===== src/rtl/otter_mem2_arbiter.sv =====
// Arbiter for OTTER memory port 2: CPU (A) vs programmer/debug master (B).
// B has fixed priority with a starvation limit; B can lock A out; read data is routed back to its owner.
module otter_mem2_arbiter #(
   parameter int MAX_B_BURST = 4,
   parameter int AW          = 32
) (
   input  logic          CLK,
   input  logic          RST_N,
   input  logic          A_REQ,
   input  logic          A_WE,
   input  logic [AW-1:0] A_ADDR,
   input  logic [31:0]   A_WDATA,
   input  logic [1:0]    A_SIZE,
   input  logic          A_SIGN,
   output logic          A_GNT,
   output logic          A_RVALID,
   output logic [31:0]   A_RDATA,
   input  logic          B_REQ,
   input  logic          B_WE,
   input  logic [AW-1:0] B_ADDR,
   input  logic [31:0]   B_WDATA,
   input  logic [1:0]    B_SIZE,
   input  logic          B_SIGN,
   output logic          B_GNT,
   output logic          B_RVALID,
   output logic [31:0]   B_RDATA,
   input  logic          B_LOCK,
   output logic          LOCKED,
   output logic          MEM_READ2,
   output logic          MEM_WRITE2,
   output logic [AW-1:0] MEM_ADDR2,
   output logic [31:0]   MEM_DIN2,
   output logic [1:0]    MEM_SIZE,
   output logic          MEM_SIGN,
   input  logic [31:0]   MEM_DOUT2
);

   localparam logic [1:0] ST_ARB    = 2'd0;
   localparam logic [1:0] ST_DRAIN  = 2'd1;
   localparam logic [1:0] ST_LOCKED = 2'd2;

   localparam logic [1:0] OWN_NONE  = 2'd0;
   localparam logic [1:0] OWN_A     = 2'd1;
   localparam logic [1:0] OWN_B     = 2'd2;

   localparam logic [3:0] LP_MAX_BURST = 4'(MAX_B_BURST);

   logic [1:0] r_state, w_state_nxt;
   logic [1:0] r_rd_owner, w_rd_owner_nxt;
   logic [3:0] r_streak, w_streak_nxt;
   logic       w_a_allowed;
   logic       w_a_gnt;
   logic       w_b_gnt;

   // A is only eligible in ARB, and never in the cycle B_LOCK is asserted.
   assign w_a_allowed = (r_state == ST_ARB) && !B_LOCK;

   // NOTE: every always_comb output gets a default first so no latch is inferred.
   always_comb begin
      w_a_gnt = 1'b0;
      w_b_gnt = 1'b0;
      if (B_REQ && A_REQ && w_a_allowed) begin
         if (r_streak < LP_MAX_BURST) w_b_gnt = 1'b1;
         else                         w_a_gnt = 1'b1;
      end else if (B_REQ) begin
         w_b_gnt = 1'b1;
      end else if (A_REQ && w_a_allowed) begin
         w_a_gnt = 1'b1;
      end
   end

   always_comb begin
      w_streak_nxt = r_streak;
      if (r_state == ST_LOCKED || w_a_gnt || !A_REQ)
         w_streak_nxt = 4'd0;
      else if (w_b_gnt && r_streak < LP_MAX_BURST)
         w_streak_nxt = r_streak + 4'd1;
   end

   always_comb begin
      w_rd_owner_nxt = OWN_NONE;
      if (w_a_gnt && !A_WE)      w_rd_owner_nxt = OWN_A;
      else if (w_b_gnt && !B_WE) w_rd_owner_nxt = OWN_B;
   end

   always_comb begin
      w_state_nxt = r_state;
      case (r_state)
         ST_ARB:
            if (B_LOCK) w_state_nxt = (r_rd_owner == OWN_A) ? ST_DRAIN : ST_LOCKED;
         ST_DRAIN:
            if (!B_LOCK)                   w_state_nxt = ST_ARB;
            else if (r_rd_owner != OWN_A)  w_state_nxt = ST_LOCKED;
         ST_LOCKED:
            if (!B_LOCK) w_state_nxt = ST_ARB;
         default:
            w_state_nxt = ST_ARB;
      endcase
   end

   // NOTE: sequential state uses non-blocking assignments so all flops update together.
   always_ff @(posedge CLK or negedge RST_N) begin
      if (!RST_N) begin
         r_state    <= ST_ARB;
         r_rd_owner <= OWN_NONE;
         r_streak   <= 4'd0;
      end else begin
         r_state    <= w_state_nxt;
         r_rd_owner <= w_rd_owner_nxt;
         r_streak   <= w_streak_nxt;
      end
   end

   // Grants are combinational, so they are also masked while reset is held.
   assign A_GNT = w_a_gnt && RST_N;
   assign B_GNT = w_b_gnt && RST_N;

   always_comb begin
      MEM_READ2  = 1'b0;
      MEM_WRITE2 = 1'b0;
      MEM_ADDR2  = '0;
      MEM_DIN2   = 32'd0;
      MEM_SIZE   = 2'd0;
      MEM_SIGN   = 1'b0;
      if (A_GNT) begin
         MEM_READ2  = !A_WE;
         MEM_WRITE2 = A_WE;
         MEM_ADDR2  = A_ADDR;
         MEM_DIN2   = A_WDATA;
         MEM_SIZE   = A_SIZE;
         MEM_SIGN   = A_SIGN;
      end else if (B_GNT) begin
         MEM_READ2  = !B_WE;
         MEM_WRITE2 = B_WE;
         MEM_ADDR2  = B_ADDR;
         MEM_DIN2   = B_WDATA;
         MEM_SIZE   = B_SIZE;
         MEM_SIGN   = B_SIGN;
      end
   end

   assign A_RVALID = (r_rd_owner == OWN_A);
   assign B_RVALID = (r_rd_owner == OWN_B);
   assign A_RDATA  = A_RVALID ? MEM_DOUT2 : 32'd0;
   assign B_RDATA  = B_RVALID ? MEM_DOUT2 : 32'd0;

   // Lock is reported in DRAIN as soon as no A read is still outstanding.
   assign LOCKED = (r_state == ST_LOCKED) ||
                   ((r_state == ST_DRAIN) && (r_rd_owner != OWN_A));

endmodule


===== config.mk =====
export PLATFORM = sky130hd
export DESIGN_NAME = otter_mem2_arbiter
export DESIGN_NICKNAME = d
export VERILOG_FILES = /design/src/rtl/otter_mem2_arbiter.sv
export SDC_FILE = /design/constraint.sdc
export NUM_CORES = 1
export LEC_CHECK = 0
export ABC_AREA = 1
export BUFFER_PORTS_ARGS = -buffer_cell sky130_fd_sc_hd__buf_4
export CORE_AREA = 2 2 119 121
export CTS_CLUSTER_DIAMETER = 120
export DETAILED_ROUTE_END_ITERATION = 6
export DIE_AREA = 0 0 121 123
export PLACE_DENSITY = 0.59
export SLEW_MARGIN = 10
export SYNTH_ARGS = -nofsm -noshare
export SYNTH_HDL_FRONTEND = slang
export SYNTH_SLANG_ARGS = --single-unit

===== constraint.sdc =====
create_clock -name CLK -period 1.4 [get_ports CLK]
set_input_delay 0.07 -clock CLK [delete_from_list [all_inputs] [get_ports CLK]]
set_output_delay 0.07 -clock CLK [all_outputs]
set_load 0.05 [all_outputs]

==> flow_summary.toml, run 1 <==
[critical_path]
reg2reg_setup_slack_ns = 0.04
worstPathMaxFanout = 21
critical-path-max-stage-delay_ns = 0.40
critPathKind = "register to output pin"
chain_of_cells_forming_the_critical_path = "nor2_4 > nand3_2 > buf_12 > buf_4 > nand4_1 > nand2_1 > buf_6"
timing.rr.end = "r_streak[0]"
worstPathArrival_ns = 1.54
worstSetupStartpointType = "register"
crit-reg2reg-launch = "r_streak[2]"
cpMaxStageDelayCell = "dfrtp_1"
end_kind = "output pin"
ff2ff_path_depth = 7
cp_data_required_time_ns = 1.33

[layout]
syn_to_final_growth_pct = 179
fin_util = 0.443
finalInstanceArea_mm2 = 0.00603
ff_latch_area_um2 = 200
multi_input_comb_area_mm2 = 0.00185
layout.nets = 895
final_layout_size_suffix_gt1_frac = 0.599
fill_cells = 1406
antennaDiodeCount = 0

[placed_design]
hpwl_um = 9780
place_ws_ns = -0.00277
place_congestion = 0.767
portBuffers = 310
dpl-instance-area_mm2 = 0.00520

[global_route]
grtUsageTotal = 0.156
grt_start_max_net_pins = 76
via_count_of_the_first_global_routing_pass = 3904
antenna_found_initial = 0
wire_length_of_the_first_global_routing_pass_um = 19100
globalRoute.totalOverflow = 0

[synth]
yosysTopAreaCell = "nand4_1"
postSynthCellCount = 409
seq_area_frac_synth = 0.0928
yosys-top-cells-area = "nand4_1 (40%), nand2_1 (13%), nor2_1 (13%), dfrtp_1 (9.3%), inv_1 (7.7%)"
yosysTopAreaCellShare = 0.400
total_nets_after_synthesis = 583
synthesis.yosys.warnings = 0
yosys.cell_types.count = 20
ys_ff_latch = 8
synthesis.area_per_instance_um2 = 5.27
mappedNetlistArea_mm2 = 0.00216

[sta]
final_critical_path_setup_slack_ns = -0.209
setup-violations-final = 71
rsz0062_at_grt = "true"
final_number_of_max_transition_violations = 0
finClkSkew_ns = 0.00328
finalWorstPathRequiredPeriod_ns = 1.61
period_share = 1.15
fmaxAchievable_mhz = 622
final-hold-violation-count = 0
tightest_slew_ns = 0.316
slew_headroom = 0.790

[clock_network]
cts_root_buf = "clkbuf_16"
tritoncts = "built"
cts_buffer_depth = 2
clock_sink_count = 8
ctsHtreeMaxLevel = 1
worstSkewPairLatency_ns = 0.23
cts_buffers = 3
worst_setup_hold_path_clk_slew_ns = 0.04

[routing]
detailed_route_via_count = 4140
wl_per_cell_um = 14.9
dr.first_iter.drc_count = 159
route.detailed.vias_per_inst = 4.61
routed_wl_um = 13400
remaining_drc_errors = 0
drt.antenna.violating_nets = 0
drt-pass1-iter-count = 4

[floorplan]
core_mm2 = 0.0136
die_w_um = 121
io_pins = 311
fp.dieArea_mm2 = 0.0149
rows = 43
die-height_um = 123
floorplan.initialDensity = 0.158

[min_path]
hold_end = "r_rd_owner[1]"
holdCritStartpoint = "B_WE"
min-delay-path-class = "input port to register"
min_path_cells = 2

[run]
max_cap_viol_count = 0

[power_and_ir_drop]
p_leak_nw = 3.19
design_power_total_mw = 2.74
power_density_cells_mw_per_mm2 = 455
ir_drop_mv = 0.286

[outcome]
status = "complete, but fails checks"
violated_checks = "setup timing"
[cell usage in the layout (no fill, tap or decap)]
| cell type | instances |
|---|---|
| a21oi_1 | 2 |
| buf_12 | 16 |
| buf_4 | 224 |
| buf_6 | 86 |
| buf_8 | 23 |
| clkbuf_16 | 9 |
| clkinv_4 | 1 |
| dfrtp_1 | 8 |
| dlygate4sd3_1 | 2 |
| ha_1 | 1 |
| inv_1 | 42 |
| inv_2 | 4 |
| inv_4 | 1 |
| nand2_1 | 53 |
| nand2_2 | 25 |
| nand2_4 | 1 |
| nand3_1 | 1 |
| nand3_2 | 1 |
| nand3_4 | 1 |
| nand4_1 | 138 |
| nor2_1 | 38 |
| nor2_2 | 6 |
| nor2_4 | 32 |
| nor3_1 | 2 |
| nor3_2 | 1 |
| xor2_1 | 1 |
[synth_stat cells, drive strengths merged]
library cell / n
a21oi: 2
buf: 37
clkbuf: 13
dfrtp: 8
ha: 1
inv: 48
nand2: 79
nand3: 3
nand4: 138
nor2: 76
nor3: 3
xor2: 1
[power breakdown]
group	internal (mW)	leakage, nW	total [mW]	switching, mW
clock	0.368	0.0370	0.480	0.112
combinational	0.871	3.05	2.01	1.14
sequential	0.241	0.108	0.247	0.00662
total	1.48	3.19	2.74	1.26
[how the worst max path moves through the flow]
stage             startpoint             to  slack [ns]  cells past startpoint
2_1_floorplan  r_rd_owner[1]    A_RDATA[22]       -0.15                      4
3_3_place_gp      r_state[1]       MEM_SIGN       0.003                      7
3_5_place_dp     r_streak[2]     MEM_WRITE2      -0.003                      8
4_1_cts           r_state[1]       MEM_SIGN       -0.22                      7
5_1_grt          r_streak[2]          B_GNT       -0.31                      7
6_report          r_state[0]  MEM_ADDR2[31]       -0.21                      7
[flip-flops by register name, summed over array words and instances, names as in the netlist]
name,cells
r_streak,4
r_rd_owner,2
r_state,2
[metal layers]
metal / global-route usage / routed length, µm / vias up
li1: - / - / 2058
met1: 0.185 / 5100 / 1865
met2: 0.281 / 6930 / 204
met3: 0.0401 / 1210 / 13
met4: 0.0334 / 146 / 0
met5: 0 / 0 / -
[stage by stage]
stage	hold WS [ns]	std cells	TNS [ns]
after floorplan	-0.226	409	-4.30
after global placement	0.0339	882	0
after detailed placement	0.0340	882	-0.00532
after CTS	0.0209	890	-13.55
after global routing	0.0318	899	-19.05
final	0.0211	899	-12.54
[kinds of logic after synthesis]
group           after synthesis  share of synthesized area
buf+inv                      98                      0.196
compound gates                2                    0.00464
simple gates                299                      0.697
fa+ha+maj                     1                    0.00580
flops                         8                     0.0928
xor+xnor                      1                    0.00406
[final cells by class]
class / count / share of cell area
timing repair buffer: 357 / 0.578
multi-input combinational: 303 / 0.308
tap: 180 / 0.0374
sequential: 8 / 0.0332
inverter: 48 / 0.0311
clock buffer: 3 / 0.0125
[worst max-delay path, delay by kind of cell (launching register included)]
family | cells | cell delay [ns]
buffers and inverters | 3 | 0.49
AND/OR/NAND/NOR | 4 | 0.40
flip-flops | 1 | 0.40
[repair_timing]
item                       4_1_cts  5_1_grt
setup buffers                    3        4
setup endpoints to repair      103      106
resized for setup               95       52
hold buffers                     2        0
cloned                           0        6
hold endpoints to repair         8        0
pin swaps                        5       14
No activity file was read; power rests on OpenSTA's default activity.
==> run 2, diff against run 1 <==
- RECOVER_POWER: default -> 25
- SETUP_SLACK_MARGIN: default -> 0.02
==> flow_summary.toml, run 2 (synthesis results as in run 1) <==
[sta]
slew_headroom = 0.725
finalWorstPathRequiredPeriod_ns = 1.64
finClkSkew_ns = 0.00424
period_share = 1.17
final-hold-violation-count = 0
tightest_slew_ns = 0.411
setup-violations-final = 105
rsz0062_at_grt = "true"
fmaxAchievable_mhz = 608
final_critical_path_setup_slack_ns = -0.243
final_number_of_max_transition_violations = 0

[floorplan]
floorplan.initialDensity = 0.158
core_mm2 = 0.0136
rows = 43
die_w_um = 121
fp.dieArea_mm2 = 0.0149
io_pins = 311
die-height_um = 123

[routing]
dr.first_iter.drc_count = 183
route.detailed.vias_per_inst = 4.62
drt-pass1-iter-count = 4
remaining_drc_errors = 0
drt.antenna.violating_nets = 0
routed_wl_um = 13100
detailed_route_via_count = 4100
wl_per_cell_um = 14.7

[clock_network]
worstSkewPairLatency_ns = 0.23
clock_sink_count = 8
worst_setup_hold_path_clk_slew_ns = 0.04
ctsHtreeMaxLevel = 1
cts_buffers = 3
cts_root_buf = "clkbuf_16"
cts_buffer_depth = 2
tritoncts = "built"

[layout]
top_register = "r_streak"
final_layout_size_suffix_gt1_frac = 0.596
largest_register_ffs = 4
largestRegisters = "r_streak: 4 flops, r_rd_owner: 2 flops, r_state: 2 flops"
mostFrequentLayoutCells = "buf_4 (217), nand4_1 (138), buf_6 (88)"
layout_commonest_cell = "buf_4"
fill_cells = 1365
layout.cells.non_filler = 888
antennaDiodeCount = 0
syn_to_final_growth_pct = 174
layout.nets = 884

[critical_path]
worstSetupStartpointType = "register"
end_kind = "output pin"
cp_data_required_time_ns = 1.33
critPathKind = "register to output pin"
worstPathArrival_ns = 1.57
worstPathMaxFanout = 37

[global_route]
grt_start_max_net_pins = 72
antenna_found_initial = 0
via_count_of_the_first_global_routing_pass = 3666
grtUsageTotal = 0.146
wire_length_of_the_first_global_routing_pass_um = 18000
globalRoute.totalOverflow = 0

[placed_design]
place_congestion = 0.777
place_ws_ns = 0.00509
dpl.cell_count = 874
hpwl_um = 9260
portBuffers = 310

[outcome]
status = "complete, but fails checks"
violated_checks = "setup timing"

[min_path]
min-delay-path-class = "input port to register"

[power_and_ir_drop]
ir_drop_mv = 0.425
p_leak_nw = 3.13
power_density_cells_mw_per_mm2 = 459

[run]
max_cap_viol_count = 0
-- run 2: power breakdown --
group	switching, mW	internal (mW)	total [mW]
Combinational	1.14	0.847	1.99
Clock	0.109	0.368	0.477
Sequential	0.00513	0.241	0.246
-- run 2: final timing paths --
path | startpoint | end | slack [ns] | depth (start not counted)
min in group asynchronous | RST_N | r_streak[0] | 0.64 | 3
max | r_state[1] | MEM_SIGN | -0.24 | 7
min | A_WE | r_rd_owner[0] | 0.02 | 2
max in group asynchronous | RST_N | r_state[1] | 0.46 | 3
max reg2reg | r_streak[2] | r_streak[2] | 0.11 | 7
min reg2reg | r_state[1] | r_state[0] | 0.54 | 2
-- run 2: final cells by class --
class / count / area [µm²] / area share
Clock buffer: 3 / 75.1 / 0.0127
Inverter: 48 / 190 / 0.0322
Multi-Input combinational cell: 303 / 1860 / 0.316
Sequential cell: 8 / 200 / 0.0339
Tap cell: 180 / 225 / 0.0382
Timing Repair Buffer: 346 / 3350 / 0.567
-- run 2: through the flow --
| stage | area (µm²) | hold slack (ns) | setup TNS, ns | power (mW) | util |
|---|---|---|---|---|---|
| final | 5900 | 0.0205 | -14.16 | 2.71 | 0.434 |
| after global routing | 5900 | 0.0330 | -23.84 | 2.84 | 0.434 |
| after CTS | 5470 | 0.0203 | -12.48 | 2.59 | 0.402 |
| after detailed placement | 5090 | 0.107 | 0 | 2.01 | 0.374 |
| after global placement | 5090 | 0.109 | 0 | 2.01 | 0.374 |
| after floorplan | 2490 | -0.226 | -4.30 | 1.26 | - |
-- run 2: routing by layer --
layer / global-route usage / routed length (µm)
met5: 0 / 0
met4: 0.0283 / 165
met3: 0.0341 / 1210
met2: 0.257 / 6680
met1: 0.181 / 5020
-- run 2: what timing repair did --
action | CTS | global route
endpoints found under the setup margin | 114 | 133
resized for setup | 73 | 76
pin swaps | 3 | 3
hold endpoints to repair | 8 | 0
cloned | 1 | 5
setup buffers | 0 | 4
hold buffers | 1 | 0
-- run 2: worst max-delay path: stages (launching register included) --
cell and delay, ns:
dfrtp_1 0.38, nor2_2 0.13, buf_4 0.12, nand3_2 0.12, buf_12 0.21, nand4_1 0.11
nand2_1 0.07, buf_4 0.19
